==> src/rtl/pwm_peripheral_if.sv <==
// Register-side inputs and pad-side outputs of the PWM peripheral.
// There is no handshake on this bus: the control registers are level
// signals that are sampled every clk, and the pin drives and period_start
// are updated every clk. Nothing here uses valid or ready.
`timescale 1ns/1ps
interface pwm_peripheral_if;
    logic [7:0] en_reg_out_7_0;
    logic [7:0] en_reg_out_15_8;
    logic [7:0] en_reg_pwm_7_0;
    logic [7:0] en_reg_pwm_15_8;
    logic [7:0] pwm_duty_cycle;
    logic [7:0] out_7_0;
    logic [7:0] out_15_8;
    logic       period_start;

    // Register file side: drives the controls and observes the pins.
    modport master (
        output en_reg_out_7_0, en_reg_out_15_8,
        output en_reg_pwm_7_0, en_reg_pwm_15_8,
        output pwm_duty_cycle,
        input  out_7_0, out_15_8, period_start
    );

    // Peripheral side.
    modport slave (
        input  en_reg_out_7_0, en_reg_out_15_8,
        input  en_reg_pwm_7_0, en_reg_pwm_15_8,
        input  pwm_duty_cycle,
        output out_7_0, out_15_8, period_start
    );
endinterface

==> src/rtl/pwm_peripheral.sv <==
// 16-pin output stage. Each pin is driven low, driven high, or driven by
// one shared PWM waveform. A prescaler produces a counter tick every
// CLK_DIV clk cycles (CLK_DIV must be at least 1). An 8-bit period counter
// advances on each tick. The duty value goes through a shadow register, so
// a change only takes effect at a period wrap. When no pin is modulating,
// the shadow register loads the new duty value immediately.
`timescale 1ns/1ps
module pwm_peripheral #(
    parameter int CLK_DIV = 13
) (
    input  logic             clk,
    input  logic             rst_n,
    pwm_peripheral_if.slave  bus
);

    localparam int              DIV_W    = (CLK_DIV > 1) ? $clog2(CLK_DIV) : 1;
    localparam logic [DIV_W-1:0] DIV_LAST = DIV_W'(CLK_DIV - 1);

    logic [DIV_W-1:0] div_cnt;
    logic             tick;
    logic [7:0]       pwm_cnt;
    logic             wrap;
    logic [7:0]       duty_shadow;
    logic [15:0]      en_out;
    logic [15:0]      en_pwm;
    logic [15:0]      pwm_mask;
    logic             pwm_raw;
    logic [15:0]      pin_next;
    logic [15:0]      pins;
    logic             period_start_q;

    assign en_out   = {bus.en_reg_out_15_8, bus.en_reg_out_7_0};
    assign en_pwm   = {bus.en_reg_pwm_15_8, bus.en_reg_pwm_7_0};
    assign pwm_mask = en_out & en_pwm;

    assign tick = (div_cnt == DIV_LAST);
    assign wrap = tick && (pwm_cnt == 8'hFF);

    // Duty 0xFF is a special case. Without it the waveform would dip for
    // one tick at count 255.
    assign pwm_raw = (duty_shadow == 8'hFF) || (pwm_cnt < duty_shadow);

    // Pin mux: a pin that is not enabled is low, a static pin is high,
    // and a PWM pin follows the shared waveform.
    assign pin_next = en_out & (~en_pwm | {16{pwm_raw}});

    // Prescaler: free-running count 0..CLK_DIV-1.
    always_ff @(posedge clk or negedge rst_n) begin
        if (!rst_n) begin
            div_cnt <= '0;
        end else if (tick) begin
            div_cnt <= '0;
        end else begin
            div_cnt <= div_cnt + 1'b1;
        end
    end

    // Period counter: advances once per tick and wraps naturally at 8 bits.
    always_ff @(posedge clk or negedge rst_n) begin
        if (!rst_n) begin
            pwm_cnt <= 8'h00;
        end else if (tick) begin
            pwm_cnt <= pwm_cnt + 8'h01;
        end
    end

    // Shadow duty: loads at the period wrap, or at once when no pin is
    // modulating, so that a visible waveform never changes mid-period.
    always_ff @(posedge clk or negedge rst_n) begin
        if (!rst_n) begin
            duty_shadow <= 8'h00;
        end else if (wrap || (pwm_mask == 16'h0000)) begin
            duty_shadow <= bus.pwm_duty_cycle;
        end
    end

    // Registered pin drive and period_start pulse. The pulse is high in the
    // cycle where the counter first reads 0 after a wrap.
    always_ff @(posedge clk or negedge rst_n) begin
        if (!rst_n) begin
            pins           <= 16'h0000;
            period_start_q <= 1'b0;
        end else begin
            pins           <= pin_next;
            period_start_q <= wrap;
        end
    end

    assign bus.out_7_0      = pins[7:0];
    assign bus.out_15_8     = pins[15:8];
    assign bus.period_start = period_start_q;

endmodule

==> src/flat_wrapper.sv <==
// flat-port wrapper written by rule: the top's interface ports become plain ports
module pwm_peripheral_flat 
#(
    parameter int CLK_DIV = 13
)
  (clk, rst_n, bus_en_reg_out_7_0, bus_en_reg_out_15_8, bus_en_reg_pwm_7_0, bus_en_reg_pwm_15_8, bus_pwm_duty_cycle, bus_out_7_0, bus_out_15_8, bus_period_start);
  pwm_peripheral_if bus_i ();
  input  logic clk;
  input  logic rst_n;
  input wire logic [$bits(bus_i.en_reg_out_7_0)-1:0] bus_en_reg_out_7_0;
  input wire logic [$bits(bus_i.en_reg_out_15_8)-1:0] bus_en_reg_out_15_8;
  input wire logic [$bits(bus_i.en_reg_pwm_7_0)-1:0] bus_en_reg_pwm_7_0;
  input wire logic [$bits(bus_i.en_reg_pwm_15_8)-1:0] bus_en_reg_pwm_15_8;
  input wire logic [$bits(bus_i.pwm_duty_cycle)-1:0] bus_pwm_duty_cycle;
  output wire logic [$bits(bus_i.out_7_0)-1:0] bus_out_7_0;
  output wire logic [$bits(bus_i.out_15_8)-1:0] bus_out_15_8;
  output wire logic [$bits(bus_i.period_start)-1:0] bus_period_start;
  assign bus_i.en_reg_out_7_0 = bus_en_reg_out_7_0;
  assign bus_i.en_reg_out_15_8 = bus_en_reg_out_15_8;
  assign bus_i.en_reg_pwm_7_0 = bus_en_reg_pwm_7_0;
  assign bus_i.en_reg_pwm_15_8 = bus_en_reg_pwm_15_8;
  assign bus_i.pwm_duty_cycle = bus_pwm_duty_cycle;
  assign bus_out_7_0 = bus_i.out_7_0;
  assign bus_out_15_8 = bus_i.out_15_8;
  assign bus_period_start = bus_i.period_start;
  pwm_peripheral #(.CLK_DIV(CLK_DIV)) u_core (.clk(clk), .rst_n(rst_n), .bus(bus_i));
endmodule
==> config.mk <==
export PLATFORM = sky130hd
export DESIGN_NAME = pwm_peripheral_flat
export DESIGN_NICKNAME = d
export VERILOG_FILES = /design/src/rtl/pwm_peripheral_if.sv /design/src/rtl/pwm_peripheral.sv /design/src/flat_wrapper.sv
export SDC_FILE = /design/constraint.sdc
export NUM_CORES = 1
export LEC_CHECK = 0
export BUFFER_PORTS_ARGS = -buffer_cell sky130_fd_sc_hd__buf_2
export CORE_MARGIN = 1.5
export CORE_UTILIZATION = 46
export CTS_BUF_LIST = sky130_fd_sc_hd__clkbuf_4 sky130_fd_sc_hd__clkbuf_8
export DETAILED_ROUTE_END_ITERATION = 7
export HOLD_SLACK_MARGIN = 0.02
export PLACE_DENSITY = 0.88
export SLEW_MARGIN = 10
export SYNTH_ARGS = -nofsm -noshare
export SYNTH_HDL_FRONTEND = slang
export SYNTH_SLANG_ARGS = --single-unit
==> constraint.sdc <==
create_clock -name clk -period 1.8 [get_ports clk]
set_input_delay 0.09 -clock clk [delete_from_list [all_inputs] [get_ports clk]]
set_output_delay 0.09 -clock clk [all_outputs]
set_load 0.02 [all_outputs]
---- Yosys cells after proc, flatten, opt, wreduce, memory -nomap -nowiden ----
Index checks and enable logic that the tools add are counted.
storage, ports and cells
  bits in registers ....................... 37
  bits of input ports ..................... 42
  output and inout bits ................... 17
  word-level logic and storage cells ...... 20
operators by class
  add/subtract/negate cells ............... 2
  magnitude comparators ................... 1
  equality and inequality tests ........... 3
  muxes and demuxes ....................... 1
  bitwise logic cells ..................... 4
  reductions and logical operators ........ 4
operator list
  operator               count
  $and A16 B16 Y16       2
  $eq A8 B8 Y1 const B   2
  $logic_not A16 Y1      1
  $not A16 Y16           1
  $or A16 B16 Y16        1
  $add A8 B1 Y8 const B  1
  $lt A8 B8 Y1           1
  $add A4 B1 Y4 const B  1
  $eq A4 B4 Y1 const B   1
  $mux W4                1
  $logic_or A1 B1 Y1     2
  $logic_and A1 B1 Y1    1

---- Logic depth before layout (Yosys ltp) ----
  depth in word-level cells ............... 4
  mapped depth ............................ 8
  depth with buffers taken out ............ 7

---- Worst setup path before layout ----
OpenSTA, ideal clock, no wires.
  kind .................................... register -> register
  start point ............................. reg u_core.div_cnt[0]
  end point ............................... reg u_core.duty_shadow[0]
  setup time .............................. 0.125 ns
  arrival ................................. 1.589 ns
  data required time ...................... 1.675 ns
  setup slack ............................. 0.086 ns
  cell stages (with the launch flop) ...... 9
  buffers on the path ..................... 1
  period minus slack after synthesis ...... 1.714 ns
  cell sequence ........................... dfrtp_1 -> inv_1 -> ha_1 -> and3_1 -> buf_6 -> nand3_2 -> nor3_4 -> nor2_4 -> mux2_2
on the way
  word-level cells in the longest chain between the ends .. 3
RTL lines
  element                 line                  text
  start, declared         pwm_peripheral.sv:19  logic [DIV_W-1:0] div_cnt;
  start signal, assigned  pwm_peripheral.sv:54  div_cnt <= div_cnt + 1'b1;
  $eq A4 B4 Y1            pwm_peripheral.sv:36  assign tick = (div_cnt == DIV_LAST);
  $logic_and A1 B1 Y1     pwm_peripheral.sv:37  assign wrap = tick && (pwm_cnt == 8'hFF);
  net u_core.wrap         pwm_peripheral.sv:22  logic wrap;
  $logic_or A1 B1 Y1      pwm_peripheral.sv:72  end else if (wrap || (pwm_mask == 16'h0000)) begin
  end signal, assigned    pwm_peripheral.sv:73  duty_shadow <= bus.pwm_duty_cycle;
  end, declared           pwm_peripheral.sv:23  logic [7:0] duty_shadow;
The timed path passes the listed nets, and every way through them passes these cells.
A chain may end at the register's enable or synchronous reset.

---- Worst setup path in the final report ----
  start point ............................. reg u_core.duty_shadow[7]
  end point ............................... reg u_core.pins[8]
on the way
  word-level cells in the longest chain between the ends .. 4
  elaborated cells on any way between the ends .. 5
  classes of those cells .................. 1 x order compare; 1 x eq/ne; 2 x bitwise; 1 x reduce/logical
RTL lines
  element                                              line                  text
  $lt A8 B8 Y1 / $eq A8 B8 Y1 (equally long branches)  pwm_peripheral.sv:41  assign pwm_raw = (duty_shadow == 8'hFF) || (pwm_cnt < duty_shadow);
  $logic_or A1 B1 Y1 *                                 pwm_peripheral.sv:41
  $or A16 B16 Y16 *                                    pwm_peripheral.sv:45  assign pin_next = en_out & (~en_pwm | {16{pwm_raw}});
  $and A16 B16 Y16 *                                   pwm_peripheral.sv:45
  net u_core.pin_next[8]                               pwm_peripheral.sv:28  logic [15:0] pin_next;
  end signal, assigned                                 pwm_peripheral.sv:84  pins <= pin_next;
  end, declared                                        pwm_peripheral.sv:29  logic [15:0] pins;
Mark *: on every way through the listed nets, which the timed path passes. The rest lies on a longest branch.

==> run metrics <==
Worst Setup SP u_core.duty_shadow[7]; grt ovf 0; switch share 35.78%; Main synth FF type dfrtp_1; net switching power between 0.0008 and 0.0009 W; most frequent cells in the layout buf_2, dlygate4sd3_1, dfrtp_1, inv_1, a21boi_2; drt drc 0; Initial Utilization 49.16%; Slew @ Worst Pin 0.8245 ns; combinational power share 33.8%; Worst EP arrival 2.16 ns; Total GRT Usage 30.01%; Clk pwr share a little over a fifth; Iter 0 DRT Violations about 120; setup violators final 24; slowest stage delay, CP 0.42 ns; GPL Wtd Cong 0.7914; H-tree depth 2; first-pass GRT wire length 8983 um; Tightest Hold Check Type in2reg; vias in the first global route ~1,700; deepest clock path buffer count 2; post-synthesis compound-gate area fraction 15.65%; crit path time final 1.962 ns; ANT cells 0; period utilization 109.0%; initial antenna violation count 0; Critical Path RT 2.00 ns; Hold Fails Final Rpt 0; layout cells sized above 1 44.49%; setup TNS -2.316 ns; largest family of logic cells by synthesized area compound AO/OA/AOI/OAI gates; commonest non-fill, non-tap cell in the layout buf_2; PortBufs between 50 and 60; core area ~3400 um^2; Layout Cells excl Fill 291; overall power 0.002274 W; Post-DRT Antenna Nets 0; kind of end point of the critical path register; design internal power 0.001460 W; fraction of the yosys area taken by sequential cells 55.14%; Die X 63.42 um; Sink Count 37; WL final 7014 um; Fin Hold WS just over 0.09 ns; power per cell area 841.8 nW/um^2; static leakage ~1.3 nW; critical path fanouts, max 8; XOR/XNOR Fraction of Synth Area 4.173%; fin nets a little under 300; Clk Latency, worst-skew pair 0.35 ns; Initial DRT Pass Iterations 5; via count 1,774; Crit-path slowest cell dfrtp_1; max-slew violations 0; post-route clock skew 0.01497 ns; Max Cap Viol 0; Slew Limit Headroom 45.04%; pin count of the biggest net entering global routing 38; Yosys reg bits 37; io pins 59; clock-pin slew on the worst setup and hold paths roughly 0.13 ns; die area between 4000 and 5000 um^2; Placed Cells 238; placed wire-length estimate 2671 um; Synth Area in Simple Gates approximately 8%; Post-Syn Area per Cell 12.62 um^2; EDFF count, synth 0; RR Startpoint u_core.duty_shadow[7]; mapped cell area 1679 um^2; status complete, but fails checks; Die Y 63.42 um; Filler cells 178; mux share of post-synthesis cell area under 10%; min-delay src bus_en_reg_out_15_8[6]; synthesized net count 185; yosys warns 0; count of different cell masters after synthesis 28; TritonCTS clock tree done; site row count 21; sequential power share 44.3%; gate count of the mapped netlist 133; fmax between 500 and 600 MHz; RSZ-0062 raised after global routing true; maximum VDD drop between 0.5 and 0.6 mV; Clock Tree Root clkbuf_4; critical path launch point type register; failing checks negative setup slack; wire per inst 24.10 um; WS Path Type reg2reg; vias per cell 6.096; Worst Slack Setup Final -0.1619 ns; fraction of registers with async set/reset 100.0%; Final Util 79.08%; Adder-Cell Fraction of Synth Area 7.452%; Layout Area Growth over Synthesis 60.88%; crit path cell chain inv_1 -> ha_4 -> and3_4 -> o211ai_1 -> o22ai_4 -> a21boi_1; Num CTS Buffers 5
cells in the mapped netlist (all sizes together) (2+ instances only):
master | number | area (um^2)
a22o | 4 | 35.03
nand4 | 5 | 31.28
dfrtp | 37 | 925.9
ha | 10 | 125.1
mux2 | 9 | 101.4
nor2 | 6 | 30.03
xnor2 | 6 | 52.55
a221oi | 5 | 43.79
inv | 11 | 41.29
a21oi | 3 | 15.01
xor2 | 2 | 17.52
nand2 | 4 | 15.01
a21boi | 16 | 120.1
and3 | 3 | 20.02
worst max-delay path: cells and delay by family (launching register included):
| kind | cells | cell delay [ns] |
|---|---|---|
| AOI/OAI and AO/OA | 3 | 0.77 |
| adders and majority gates | 1 | 0.30 |
| buffers and inverters | 1 | 0.10 |
| DFF | 1 | 0.42 |
| and+or+nand+nor | 1 | 0.22 |
what timing repair did:
item | CTS | global route
cloned | 1 | 0
hold buffers | 40 | 0
setup buffers | 0 | 5
endpoints found under the setup margin | 11 | 25
pin swaps | 2 | 22
gates resized for setup | 10 | 36
endpoints found under the hold margin | 61 | 0
per-layer routing:
layer / global-route usage [%] / vias up / routed length (um)
li1: - / 703 / -
met1: 39.34 / 856 / 2659
met2: 45.66 / 177 / 3187
met3: 8.214 / 38 / 764
met4: 15.22 / 0 / 403
met5: 0 / - / 0
cell type report:
| cell class | instances | area [um^2] | area share, % |
|---|---|---|---|
| Clock buffer | 7 | 58.81 | 2.177 |
| Multi-Input combinational cell | 84 | 853.3 | 31.59 |
| Tap cell | 46 | 57.56 | 2.131 |
| Inverter | 11 | 41.29 | 1.528 |
| Timing Repair Buffer | 106 | 763.2 | 28.25 |
| Sequential cell | 37 | 927.1 | 34.32 |
cells by family after synthesis:
| group | count (synthesis) |
|---|---|
| AO/OA/AOI/OAI | 34 |
| XOR/XNOR | 8 |
| adder cells (fa/ha/maj) | 10 |
| buffers and inverters | 13 |
| flip-flops | 37 |
| multiplexers | 9 |
| AND/OR/NAND/NOR | 22 |
registers in the layout, summed over array words and instances, names as in the netlist:
| signal | flops |
|---|---|
| u_core.pins | 16 |
| u_core.duty_shadow | 8 |
| u_core.pwm_cnt | 8 |
| u_core.div_cnt | 4 |
| u_core.bus.period_start | 1 |
final timing paths:
path,cells after the start,slack (ns),endpoint
max reg2reg,6,-0.16,u_core.pins[8]
min reg2reg,1,0.53,u_core.div_cnt[0]
min,2,0.09,u_core.pins[14]
max,6,-0.16,u_core.pins[8]
max in group asynchronous,2,0.86,u_core.pwm_cnt[6]
min in group asynchronous,2,0.37,u_core.duty_shadow[7]
through the flow:
step	setup slack, ns	instance area (um^2)
finish	-0.1619	2701
global route	-0.1834	2701
CTS	-0.02780	2517
detailed placement	-0.02003	2034
global placement	0.05581	2034
floorplan	0.08624	1679
power groups by stage:
stage	clock, W	sequential, W	combinational [W]
global route	0.000543	0.00101	0.000792
global placement	0	0.000994	0.000424
floorplan	0	0.00107	0.000184
CTS	0.000458	0.000981	0.000559
finish	0.000498	0.00101	0.000768
detailed placement	0	0.000997	0.000439
(Power assumes the default switching activity.)
